### src/rtl/ad5300_dac_tx.sv
// ad5300_dac_tx
//   Serial transmitter for an AD5300 8-bit DAC. A write offered on the
//   load_* handshake becomes one 16-bit frame {00, pd[1:0], data[7:0], 0000}.
//   The frame is shifted MSB-first on sync_n/dac_sclk/dac_din, and the DAC
//   samples dac_din on falling edges of dac_sclk. After each frame, sync_n
//   is held high for a guard gap before the next write is accepted.
//
// Ports
//   sclk        system clock (all logic on rising edge)
//   rstn        async active-low reset
//   load_valid  write offered
//   load_ready  block can accept a write
//   load_data   8-bit DAC code
//   load_pd     power-down mode (00 normal, 01 1k, 10 100k, 11 three-state)
//   sync_n      DAC SYNC, low for the whole frame
//   dac_sclk    DAC serial clock, idles high
//   dac_din     DAC serial data, MSB first
//   busy        high from acceptance until the gap expires
//   done        one-cycle pulse as sync_n rises at the end of a full frame
module ad5300_dac_tx #(
  parameter int SYSCLK_FREQ = 100_000_000,
  parameter int SCLK_DIV    = 4,
  parameter int IDLE_CYCLES = 100
) (
  input  logic       sclk,
  input  logic       rstn,
  input  logic       load_valid,
  output logic       load_ready,
  input  logic [7:0] load_data,
  input  logic [1:0] load_pd,
  output logic       sync_n,
  output logic       dac_sclk,
  output logic       dac_din,
  output logic       busy,
  output logic       done
);

  localparam int DW = $clog2(SCLK_DIV + 1);
  localparam int GW = $clog2(IDLE_CYCLES + 1);
  // Resulting serial clock rate; the AD5300 tops out at 30 MHz.
  localparam int DAC_SCLK_HZ = SYSCLK_FREQ / (2 * SCLK_DIV);

  localparam logic [DW-1:0] DIV_LOAD = DW'(SCLK_DIV - 1);
  localparam logic [GW-1:0] GAP_LOAD = GW'(IDLE_CYCLES - 1);

  if (SCLK_DIV < 1) begin : gBadDiv
    $error("ad5300_dac_tx: SCLK_DIV must be >= 1");
  end
  if (IDLE_CYCLES < 1) begin : gBadGap
    $error("ad5300_dac_tx: IDLE_CYCLES must be >= 1");
  end
  if (DAC_SCLK_HZ > 30_000_000) begin : gTooFast
    $error("ad5300_dac_tx: dac_sclk exceeds 30 MHz");
  end

  typedef enum logic [2:0] {
    IDLE, SETUP, SHIFT_LO, SHIFT_HI, HOLD, GAP
  } dacState_t;

  dacState_t       state, stateNxt;
  logic [DW-1:0]   divCnt, divNxt;
  logic [GW-1:0]   gapCnt, gapNxt;
  logic [3:0]      bitCnt, bitNxt;
  logic [15:0]     shiftReg, shiftNxt;
  logic            syncNxt, sclkNxt, dinNxt, readyNxt, busyNxt, doneNxt;
  logic            divLast;

  assign divLast = (divCnt == '0);

  always_ff @(posedge sclk or negedge rstn) begin
    if (!rstn) begin
      state      <= IDLE;
      divCnt     <= '0;
      gapCnt     <= '0;
      bitCnt     <= '0;
      shiftReg   <= '0;
      sync_n     <= 1'b1;
      dac_sclk   <= 1'b1;
      dac_din    <= 1'b0;
      load_ready <= 1'b0;
      busy       <= 1'b0;
      done       <= 1'b0;
    end else begin
      state      <= stateNxt;
      divCnt     <= divNxt;
      gapCnt     <= gapNxt;
      bitCnt     <= bitNxt;
      shiftReg   <= shiftNxt;
      sync_n     <= syncNxt;
      dac_sclk   <= sclkNxt;
      dac_din    <= dinNxt;
      load_ready <= readyNxt;
      busy       <= busyNxt;
      done       <= doneNxt;
    end
  end

  // Every output is registered, so this block computes the value each
  // output takes after the coming edge, alongside the state transition.
  always_comb begin
    stateNxt = state;
    divNxt   = divCnt;
    gapNxt   = gapCnt;
    bitNxt   = bitCnt;
    shiftNxt = shiftReg;
    syncNxt  = sync_n;
    sclkNxt  = dac_sclk;
    dinNxt   = dac_din;
    readyNxt = load_ready;
    busyNxt  = busy;
    doneNxt  = 1'b0;

    unique case (state)
      IDLE: begin
        // load_ready comes up one cycle after reset release and stays up.
        readyNxt = 1'b1;
        busyNxt  = 1'b0;
        syncNxt  = 1'b1;
        sclkNxt  = 1'b1;
        dinNxt   = 1'b0;
        if (load_valid && load_ready) begin
          stateNxt = SETUP;
          shiftNxt = {2'b00, load_pd, load_data, 4'b0000};
          divNxt   = DIV_LOAD;
          bitNxt   = '0;
          readyNxt = 1'b0;
          busyNxt  = 1'b1;
          syncNxt  = 1'b0;
          dinNxt   = shiftNxt[15];
        end
      end

      SETUP: begin
        if (divLast) begin
          stateNxt = SHIFT_LO;
          sclkNxt  = 1'b0;
          divNxt   = DIV_LOAD;
        end else begin
          divNxt = divCnt - DW'(1);
        end
      end

      SHIFT_LO: begin
        if (divLast) begin
          sclkNxt = 1'b1;
          divNxt  = DIV_LOAD;
          // bitCnt counts completed low phases; stopping at 15 means it
          // never wraps and never produces a 17th falling edge.
          if (bitCnt == 4'd15) begin
            stateNxt = HOLD;
          end else begin
            stateNxt = SHIFT_HI;
            bitNxt   = bitCnt + 4'd1;
            shiftNxt = {shiftReg[14:0], 1'b0};
            dinNxt   = shiftReg[14];
          end
        end else begin
          divNxt = divCnt - DW'(1);
        end
      end

      SHIFT_HI: begin
        if (divLast) begin
          stateNxt = SHIFT_LO;
          sclkNxt  = 1'b0;
          divNxt   = DIV_LOAD;
        end else begin
          divNxt = divCnt - DW'(1);
        end
      end

      HOLD: begin
        if (divLast) begin
          stateNxt = GAP;
          syncNxt  = 1'b1;
          doneNxt  = 1'b1;
          dinNxt   = 1'b0;
          gapNxt   = GAP_LOAD;
        end else begin
          divNxt = divCnt - DW'(1);
        end
      end

      GAP: begin
        if (gapCnt == '0) begin
          stateNxt = IDLE;
          readyNxt = 1'b1;
          busyNxt  = 1'b0;
        end else begin
          gapNxt = gapCnt - GW'(1);
        end
      end

      default: stateNxt = IDLE;
    endcase
  end

endmodule

### config.mk
export PLATFORM = sky130hd
export DESIGN_NAME = ad5300_dac_tx
export DESIGN_NICKNAME = d
export VERILOG_FILES = /design/src/rtl/ad5300_dac_tx.sv
export SDC_FILE = /design/constraint.sdc
export NUM_CORES = 1
export LEC_CHECK = 0
export BUFFER_PORTS_ARGS = -buffer_cell sky130_fd_sc_hd__clkbuf_2
export CAP_MARGIN = 20
export CORE_MARGIN = 1.5
export CORE_UTILIZATION = 35
export CTS_CLUSTER_DIAMETER = 100
export CTS_CLUSTER_SIZE = 40
export DETAILED_ROUTE_END_ITERATION = 6
export PLACE_DENSITY = 0.58
export SLEW_MARGIN = 20
export SYNTH_ARGS = -nofsm -noshare
export SYNTH_HDL_FRONTEND = slang
export SYNTH_SLANG_ARGS = --single-unit
### constraint.sdc
create_clock -name sclk -period 2.3 [get_ports sclk]
set_clock_uncertainty 0.15 [all_clocks]
set_input_delay 0.23 -clock sclk [delete_from_list [all_inputs] [get_ports sclk]]
set_output_delay 0.23 -clock sclk [all_outputs]
set_load 0.03 [all_outputs]
-- Word level (Yosys, flattened, before mapping)
Cells that the tools add are included.
- add/sub/neg operators: 3
- equal/unequal tests: 14
- mux-type cells: 37
- reduce and logical (&&, ||, !) cells: 21
- div/mod/pow operators: 0
- shift-type cells: 0
- order comparisons: 0
- $mul: 0
- bitwise operators: 0
- operators with widths (operator ; number):
    15-bit 2-to-1 mux ; 3
    15-bit one-hot mux with 2 select lines ; 1
    3-bit 2-to-1 mux ; 9
    3-bit one-hot mux with 5 select lines ; 1
    7-bit 2-to-1 mux ; 2
    2-bit inequality test (second input constant) ; 7
    7-bit one-hot mux with 2 select lines ; 1
    4-bit 2-to-1 mux ; 3
    1-bit 2-to-1 mux ; 10
    3-bit one-hot mux with 3 select lines ; 1
    3-bit AND reduction ; 3
    3-bit nonzero test ; 3
    4-bit one-hot mux with 2 select lines ; 1
    4-bit AND reduction ; 2
    2-bit nonzero test ; 4
    7-bit logical NOT ; 1
    7-bit by 1-bit subtractor with 7-bit output (second input constant) ; 1
    3-bit by 2-bit == test with 1-bit output (second input constant) ; 2
    3-bit == test (second input constant) ; 2
    3-bit logical NOT ; 2
    1-bit one-hot mux with 2 select lines ; 3
    1-bit one-hot mux with 3 select lines ; 2
    5-bit AND reduction ; 1
    4-bit by 1-bit adder with 4-bit output (second input constant) ; 1
    8 further kinds ; 9
- register bits after elaboration: 38
- memory bits (writable): 0
- output and inout port bits: 6
- logic and storage cells: 86
- input port bits: 13
- bits in latches: 0
- ROM bits: 0
- memories: 0

-- Depth between registers and ports, before layout
- depth after elaboration: 4
- gate-level depth with buffers: 7

-- Worst setup path after synthesis
OpenSTA, ideal clock, no wires.
- kind: reg2reg
- start point: reg divCnt[0]
- end point: reg shiftReg[10]
- setup slack: 384 ps
- data arrival time: 1641 ps
- clock period less this slack: 1916 ps
- stages on the path, launching flop included: 8
- library setup time: 125 ps
- path through: dfrtp_1 > inv_1 > ha_1 > and2b_1 > a31oi_2 > nand2b_4 > buf_6 > mux2_4
- word-level cells in the longest chain between the ends: 3
- RTL lines (what ; line ; RTL):
    start, declared ; 61 ; logic [DW-1:0] divCnt, divNxt;
    start signal, assigned ; 85 ; divCnt <= divNxt;
    3-bit logical NOT ; 68 ; assign divLast = (divCnt == '0);
    2-bit inequality test (no line) ; - ;
    4-bit AND reduction (no line) ; - ;
    end signal, assigned ; 88 ; shiftReg <= shiftNxt;
    end, declared ; 64 ; logic [15:0] shiftReg, shiftNxt;
Every way passes these cells.
A chain may end at the register's enable or synchronous reset.

-- Final worst setup path
- start point: reg divCnt[0]
- end point: reg shiftReg[7]
The elaborated chain is that of the path after synthesis.

==> results.toml <==
[logic_synthesis]
synthFlopType = "dfrtp_1"
synth_top_cell_by_area = "dfrtp_1"
synth_edf_count = 0
syn_area_um2 = 1927
synthTopCellsByArea = "dfrtp_1, mux2_4, a21oi_1"
synth_commonest_cells = "dfrtp_1, a21oi_1, mux2_4, o21ai_0, nor2_1"
yosysUniqueCellTypes = 52
ys_seq_elements = 34
yosysWarningCount = 0
seq_area_frac_synth_pct = 44.29
synthCells = 182
synth_fp_nets = 200
syn_area_per_cell_um2 = 10.59
synth_top_area_share_pct = 41.56
synthMostInstantiatedCell = "dfrtp_1"
async_reset_ff_share_pct = 100.0

[timing]
rsz0062_at_grt = "no"
setup-violations-final = 0
tightest_slew_ns = 0.8387
setup-tns-final_ns = 0
min_period_over_period_pct = 90.99
clock.fmax_ghz = 0.4779
hold_violations = 0
relSlewSlack_pct = 44.09
maxSlewViolCount = 0
fin_crit_ns = 2.093

[critical_path]
arrival_ns = 2.11
cp-start-kind = "flop"
rr_worst_depth = 6
crit_path_end_kind = "flop"
required_ns = 2.32
cp_max_fo = 13
path_class = "reg -> reg"

[cts]
htree_levels = 2
cts_setup_buffers = 0
cts.sinks = 34
clk_latency_ns = 0.28
cts_inserted_buffers = 5
hold_buffers = 1
path_clk_slew_ns = 0.07
cts_tree = "yes"
post_cts_resized = 0
root_buffer = "clkbuf_8"
clock_path_buffers = 2

[global_route]
grt_max_degree = 35
gr-usage-all-layers_pct = 14.16
grt_overflow = 0
grt_antenna_before_repair = 0
first_global_vias = 1474
grt_first_pass_wirelength_um = 6775

[flow_run]
cap_violations = 0

[placed_design]
placed_area_um2 = 2086
dp_hpwl_um = 2541
port_buffers = 18
routabilityCongestion = 0.7865

[floorplan]
die-width_um = 77.20
die-area_um2 = 5959
coreArea_um2 = 5205
die_h_um = 77.20
placement_rows = 26
pin_count = 19
initial_core_util_pct = 37.02

[routing]
postRouteAntennaNets = 0
drtIter0Drc = 76
num_vias = 1422
wl_per_cell_um = 13.70
finalWirelength_um = 3767
dr.pass1.iters = 4
drcViolationCount = 0
detail_route.vias_per_cell = 5.171

[cells_and_area]
area.growth.synth_to_final_pct = 13.51
multiInputGateArea_um2 = 1002
final_nets = 222
drive_gt1_share_pct = 28.29
regArea_um2 = 853.3
stdcell_area_um2 = 2187
fill_cells = 543
antenna_cells = 0

[worst_hold_path]
hp-class = "in -> reg"
hold-path-cell-count = 2

[status]
status = "finished, final reports clean"

[pwr]
p_clk_share_pct = 17.3
max-vdd-ir-drop_v = 0.0005527
p_leak_uw = 0.001038
seqPwrFrac_pct = 36.7
intPower_uw = 1697
power_switching_uw = 956.6
comb_power_share_pct = 46.1
swShare_pct = 36.05
power-per-cell-area_nw_per_um2 = 1213
-- power groups by stage --
stage	Clock, uW	Combinational, uW	Sequential, uW
floorplan	0	988	1000
global placement	0	1200	981
detailed placement	0	1230	976
CTS	480	1230	972
global route	495	1350	1010
finish	458	1220	973
-- kinds of logic after synthesis --
logic type / count (synthesis) / synth area share (%)
XOR/XNOR: 2 / 0.9093
adder cells (fa/ha/maj): 5 / 3.247
multiplexers: 21 / 14.87
flip-flops: 34 / 44.29
buffers and inverters: 14 / 3.701
AO/OA/AOI/OAI: 48 / 16.04
AND/OR/NAND/NOR: 58 / 16.95
-- layer usage --
metal / GRT usage, % / part of all wire (%) / vias to the layer above
met5: 0 / 0 / -
met4: 6.000 / 1.6 / 0
met3: 3.929 / 5.1 / 5
met2: 22.37 / 44 / 34
met1: 18.08 / 49 / 673
li1: - / - / 710
-- state kept, by name, summed over array words and instances (netlist names) --
signal	flops
bitCnt	4
busy	1
dac_din	1
dac_sclk	1
divCnt	3
done	1
gapCnt	7
load_ready	1
shiftReg	11
state	3
sync_n	1
-- metrics by stage --
step	worst slack [ns]	hold WS, ns	util (%)	cells	power [uW]
6_report	0.2073	0.03889	42.02	275	2654
3_5_place_dp	0.2253	0.2429	40.07	266	2201
4_1_cts	0.2041	0.02883	42.02	275	2680
3_3_place_gp	0.2883	0.2329	40.07	266	2181
2_1_floorplan	0.3836	-0.2156	-	182	1991
5_1_grt	0.09626	0.03880	42.02	275	2852
-- critical path: stages (launching register included) --
cell	delay, ns
dfrtp_1	0.36
inv_1	0.06
ha_1	0.21
and2b_1	0.22
a31oi_2	0.29
nand2b_4	0.31
mux2_2	0.36
-- placed cells by master, fill, tap and decap left out, types with 2 or more instances in the layout --
cell type	Yosys	final
nor2b_1	2	2
dfrtp_1	32	32
mux2i_1	2	2
a21oi_1	15	15
ha_1	5	5
mux2_4	14	14
nor2_1	11	11
o21ai_0	12	12
buf_4	0	4
nor3_1	5	5
a211oi_1	2	2
nand4_1	4	4
and2b_1	2	2
or3_1	2	2
mux2_2	5	5
a22o_1	3	3
nand2_1	10	10
clkbuf_2	0	18
clkbuf_8	0	6
nand3_1	7	7
dfstp_2	2	2
inv_1	6	6
nand2b_1	3	3
a31oi_1	2	2
-- path summary, 6_finish.rpt --
path                                           from                  endpoint  slack [ns]
hold / removal                         load_data[0]   shiftReg[4]$_DFFE_PN0P_        0.04
min in group asynchronous                      rstn      state[2]$_DFFE_PN0P_        0.44
max in group asynchronous                      rstn  shiftReg[14]$_DFFE_PN0P_        1.04
setup / recovery              divCnt[0]$_DFFE_PN0P_   shiftReg[7]$_DFFE_PN0P_        0.21
setup reg to reg              divCnt[0]$_DFFE_PN0P_   shiftReg[7]$_DFFE_PN0P_        0.21
hold reg to reg            shiftReg[14]$_DFFE_PN0P_       dac_din$_DFFE_PN0P_        0.34
-- area by class of cell --
type                       count  area share, %
clock buffer                   7          3.947
clock inverter                 1         0.2288
inverter                       6          1.030
multi-input combinational    134          45.82
sequential                    34          39.02
tap                           70          4.005
timing repair buffer          23          5.950
Note: power is estimated with default switching activity, not from simulation.
